==> src/rtl/id_ex_reg.sv <==
// ID/EX pipeline register for the pipelined LEGv8 core.
// Supports stall, flush, a same-cycle WB bypass on load, and WB refresh of held operands.
module id_ex_reg #(
  parameter int unsigned N      = 64,
  parameter int unsigned CTRL_W = 11,
  parameter int unsigned ZR     = 31
) (
  input  logic              clk,
  input  logic              reset,
  input  logic              stall,
  input  logic              flush,
  input  logic              id_valid,
  input  logic [N-1:0]      id_pc,
  input  logic [4:0]        id_ra1,
  input  logic [4:0]        id_ra2,
  input  logic [N-1:0]      id_rd1,
  input  logic [N-1:0]      id_rd2,
  input  logic [N-1:0]      id_imm,
  input  logic [4:0]        id_wa,
  input  logic [CTRL_W-1:0] id_ctrl,
  input  logic              wb_we,
  input  logic [4:0]        wb_wa,
  input  logic [N-1:0]      wb_wd,
  output logic              ex_valid,
  output logic [N-1:0]      ex_pc,
  output logic [4:0]        ex_ra1,
  output logic [4:0]        ex_ra2,
  output logic [N-1:0]      ex_rd1,
  output logic [N-1:0]      ex_rd2,
  output logic [N-1:0]      ex_imm,
  output logic [4:0]        ex_wa,
  output logic [CTRL_W-1:0] ex_ctrl
);

  localparam logic [4:0] ZR_A = 5'(ZR);

  logic              valid_q, valid_d;
  logic [N-1:0]      pc_q, pc_d;
  logic [4:0]        ra1_q, ra1_d;
  logic [4:0]        ra2_q, ra2_d;
  logic [N-1:0]      rd1_q, rd1_d;
  logic [N-1:0]      rd2_q, rd2_d;
  logic [N-1:0]      imm_q, imm_d;
  logic [4:0]        wa_q, wa_d;
  logic [CTRL_W-1:0] ctrl_q, ctrl_d;

  // XZR reads as zero and is never bypassed; otherwise a same-cycle WB write wins.
  function automatic logic [N-1:0] sel_operand(input logic [4:0] ra, input logic [N-1:0] rd);
    if (ra == ZR_A)                  return '0;
    else if (wb_we && wb_wa == ra)   return wb_wd;
    else                             return rd;
  endfunction

  always_comb begin
    valid_d = valid_q;
    pc_d    = pc_q;
    ra1_d   = ra1_q;
    ra2_d   = ra2_q;
    rd1_d   = rd1_q;
    rd2_d   = rd2_q;
    imm_d   = imm_q;
    wa_d    = wa_q;
    ctrl_d  = ctrl_q;
    if (flush) begin
      valid_d = 1'b0;
      pc_d    = '0;
      ra1_d   = '0;
      ra2_d   = '0;
      rd1_d   = '0;
      rd2_d   = '0;
      imm_d   = '0;
      wa_d    = ZR_A;
      ctrl_d  = '0;
    end else if (!stall) begin
      valid_d = id_valid;
      pc_d    = id_pc;
      ra1_d   = id_ra1;
      ra2_d   = id_ra2;
      rd1_d   = sel_operand(id_ra1, id_rd1);
      rd2_d   = sel_operand(id_ra2, id_rd2);
      imm_d   = id_imm;
      wa_d    = id_wa;
      ctrl_d  = id_ctrl;
    end else begin
      // Held operands track WB writes so the entry is current when the stall releases.
      if (valid_q && wb_we && wb_wa == ra1_q && ra1_q != ZR_A) rd1_d = wb_wd;
      if (valid_q && wb_we && wb_wa == ra2_q && ra2_q != ZR_A) rd2_d = wb_wd;
    end
  end

  always_ff @(posedge clk) begin
    if (reset) begin
      valid_q <= 1'b0;
      pc_q    <= '0;
      ra1_q   <= '0;
      ra2_q   <= '0;
      rd1_q   <= '0;
      rd2_q   <= '0;
      imm_q   <= '0;
      wa_q    <= '0;
      ctrl_q  <= '0;
    end else begin
      valid_q <= valid_d;
      pc_q    <= pc_d;
      ra1_q   <= ra1_d;
      ra2_q   <= ra2_d;
      rd1_q   <= rd1_d;
      rd2_q   <= rd2_d;
      imm_q   <= imm_d;
      wa_q    <= wa_d;
      ctrl_q  <= ctrl_d;
    end
  end

  assign ex_valid = valid_q;
  assign ex_pc    = pc_q;
  assign ex_ra1   = ra1_q;
  assign ex_ra2   = ra2_q;
  assign ex_rd1   = rd1_q;
  assign ex_rd2   = rd2_q;
  assign ex_imm   = imm_q;
  assign ex_wa    = wa_q;
  assign ex_ctrl  = ctrl_q;

endmodule

==> config.mk <==
export PLATFORM = sky130hd
export DESIGN_NAME = id_ex_reg
export DESIGN_NICKNAME = d
export VERILOG_FILES = /design/src/rtl/id_ex_reg.sv
export SDC_FILE = /design/constraint.sdc
export NUM_CORES = 1
export LEC_CHECK = 0
export BUFFER_PORTS_ARGS = -buffer_cell sky130_fd_sc_hd__buf_2
export CORE_AREA = 5 5 245 247
export DETAILED_ROUTE_END_ITERATION = 8
export DIE_AREA = 0 0 250 252
export PLACE_DENSITY_LB_ADDON = 0.2
export REMOVE_ABC_BUFFERS = 1
export SLEW_MARGIN = 30
export SYNTH_ARGS = -nofsm -noshare
export SYNTH_HDL_FRONTEND = slang
export SYNTH_SLANG_ARGS = --single-unit
==> constraint.sdc <==
create_clock -name clk -period 1.7 [get_ports clk]
set_input_delay 0.17 -clock clk [delete_from_list [all_inputs] [get_ports clk]]
set_output_delay 0.17 -clock clk [all_outputs]
set_load 0.005 [all_outputs]
==> impl_metrics.tcl <==
set metrics [dict create \
    drv_cap 0 \
    leakage_nw 10.8 \
    critPathMaxFanout 6 \
    synth_top_area_share_pct 44.2 \
    hold_viol_final 0 \
    busiest_layer "met2" \
    drive_gt1_share_pct 40.6 \
    internal-power_mw 13.1 \
    grt_pass1_wl_mm 96.8 \
    synth_most_common_cell "dfxtp_1" \
    synth-seq-cells 283 \
    p_clk_share_pct 41.8 \
    grt_setup_unrepaired "yes" \
    core-area_um2 57400 \
    synthTopCellsByCount "dfxtp_1, a31oi_1, nor2_1, mux2i_1, o211a_1" \
    rows 88 \
    postSynthCellCount 1374 \
    io_buffer_count 639 \
    crit_top_cell "buf_12" \
    crit_start "ex_ra1[0]" \
    drt-total-wl_mm 68.1 \
    violations "negative setup slack" \
    antenna_found_initial 8 \
    clock_latency_ns 0.55 \
    critPathRequiredTime_ns 2.17 \
    finalNetCount 2606 \
    hold_class "primary input to register" \
    grt_use_total_pct 19.5 \
    routed-via-count 14831 \
    fillCellCount 5857 \
    fp.dieH_um 252 \
    grt_max_degree 73 \
    setup_slack_ns -0.0354 \
    finalSetupViolCount 18 \
    critPathMaxStageDelay_ns 0.35 \
    status "complete, but fails checks" \
    hpwl_mm 46.5 \
    netlist_area_um2 12800 \
    dp_slack_ns -0.0762 \
    final.period_utilization_pct 102 \
    p_comb_share_pct 19.3 \
    fin_util_pct 38.3 \
    crit_path_start_kind "register" \
    dieArea_um2 63000 \
    yosysTopAreaCell "dfxtp_1" \
    synth.yosys.warnings 0 \
    switching_power_mw 5.05 \
    worst-r2r-setup-slack_ns -0.04 \
    drv_slew 0 \
    arrival_ns 2.21 \
    yosysSeqAreaShare_pct 44.2 \
    async_flop_share_pct 0 \
    holdWs_ns 0.0447 \
    period_needed_ns 1.74 \
    fmax_ghz 0.576 \
    area_growth_pct 71.5 \
    grt_util_met3_pct 5.72 \
    synth_enable_flop_cells 0 \
    crit_chain "xnor2_2 -> nand3_2 -> o31ai_4 -> buf_12 -> buf_12 -> buf_16 -> buf_6 -> o21ai_1 -> a31oi_1" \
    clockBufferDepth 3 \
    cts_tree "yes" \
    drtIter0Drc 859 \
    avgSynthCellArea_um2 9.33 \
    r2r-start "ex_ra1[0]" \
    power.density_nw_per_um2 827 \
    die_w_um 250 \
    grt_pass1_vias 15191 \
    place.gp.congestion 0.853 \
    path_clk_slew_ns 0.06 \
    initial_utilization_pct 22.3 \
    ir_drop_uv 718 \
    drc 0 \
    finalPower_mw 18.2 \
    h-tree-depth 2 \
    num_io_pins 640 \
    worst_slew_pin_slew_ns 0.551 \
    cp-end-kind "register" \
    drtAntennaViolNets 0 \
    synth.area.top_cells "dfxtp_1, a31oi_1, mux2i_1" \
    met2_usage_pct 35.3 \
    dr.pass1.iters 5 \
    switching_share_pct 27.8 \
    synth_ff_type "dfxtp_1" \
    final.setup_skew_ns 0.0114 \
    root_buffer "clkbuf_16" \
    holdCritStartpoint "id_rd2[38]" \
    gr-total-overflow 0 \
    cp_slowest_cell "dfxtp_2" \
    cts.sinks 283 \
    post_drt_wl_per_cell_um 22.4 \
    grt_util_met1_pct 22.4 \
    worst-setup-path-type "register to register" \
    relSlewSlack_pct 63.2 \
    synthDistinctLibCells 26 \
    power_frac_seq_pct 38.9 \
    via_per_inst 4.87 \
    cts_made_buffers 36 \
]
==> stage by stage <==
stage / TNS [ns] / area (µm²) / instances
4_1_cts: -1.23 / 21300 / 3022
6_report: -0.207 / 22000 / 3043
2_1_floorplan: -599.21 / 11900 / 1218
5_1_grt: -6.47 / 22000 / 3043
3_3_place_gp: -2.52 / 17400 / 2713
3_5_place_dp: -2.48 / 17400 / 2713
==> logic make-up after synthesis <==
kind of cell	synth area share [%]
AND/OR/NAND/NOR	7.67
buffers and inverters	6.94
XOR/XNOR	1.35
flip-flops	44.2
multiplexers	11.7
AO/OA/AOI/OAI	28.1
==> sequential cells by signal, summed over array words and instances (netlist names) <==
signal    flops
ex_ra2        5
ex_rd1       64
ex_ra1        5
ex_wa         5
ex_valid      1
ex_imm       64
ex_ctrl      11
ex_rd2       64
ex_pc        64
==> worst max-delay path: cells and delay by family, from the launching register on <==
| kind | cells | cell delay [ns] |
|---|---|---|
| compound gates | 3 | 0.46 |
| xor+xnor | 1 | 0.18 |
| simple gates | 1 | 0.12 |
| buf+inv | 4 | 0.54 |
| flops | 1 | 0.35 |
==> power by group through the flow <==
stage               Clock, mW  Sequential (mW)  Combinational [mW]
detailed placement          0             7.19                2.73
floorplan                   0             7.19                1.08
finish                   7.60             7.06                3.51
global route             8.09             7.09                3.77
global placement            0             7.18                2.71
CTS                      7.83             7.05                3.32
==> timing repair <==
item	CTS	global route
gates resized for setup	44	97
hold buffers	229	0
endpoints found under the hold margin	283	0
gates cloned	6	13
setup buffers	11	7
endpoints found under the setup margin	115	117
pin swaps	20	15
==> metal layers <==
metal  vias to the layer above  routed length (µm)
met4                         4                1780
met5                         -                  27
met2                       733               34300
met3                       105                5900
li1                       6906                   -
met1                      7083               26100
==> area by class of cell <==
class                      count  area [µm²]  area share, %
timing repair buffer         993        7420           33.8
multi-input combinational    935        6740           30.7
sequential                   283        5690           25.9
clock buffer                  52        1040           4.74
tap                          765         957           4.35
clock inverter                11         116          0.529
antenna                        4        10.0         0.0455
==> cells in the final DEF, fill, tap and decap left out, drive strengths merged <==
cell type,synthesis,final
clkinvlp,0,1
dlygate4sd3,0,229
clkinv,0,6
o21ai,128,128
clkbuf,48,64
inv,0,3
a211oi,5,5
nor2b,5,5
and2,2,2
or2,1,1
nand3,4,4
o31ai,2,2
o211a,128,128
diode,0,4
buf,108,752
dfxtp,283,283
and3,2,2
a31oi,258,258
xnor2,18,18
bufinv,0,1
nor2,160,160
a21oi,2,2
nand2,66,66
mux2i,150,150
nand4,4,4
==> path summary, 6_finish.rpt <==
check                    end  cells past startpoint
setup / recovery  ex_rd1[11]                      9
setup reg to reg  ex_rd1[11]                      9
hold / removal    ex_rd2[38]                      4
hold reg to reg    ex_pc[35]                      2
(Power assumes the default switching activity.)
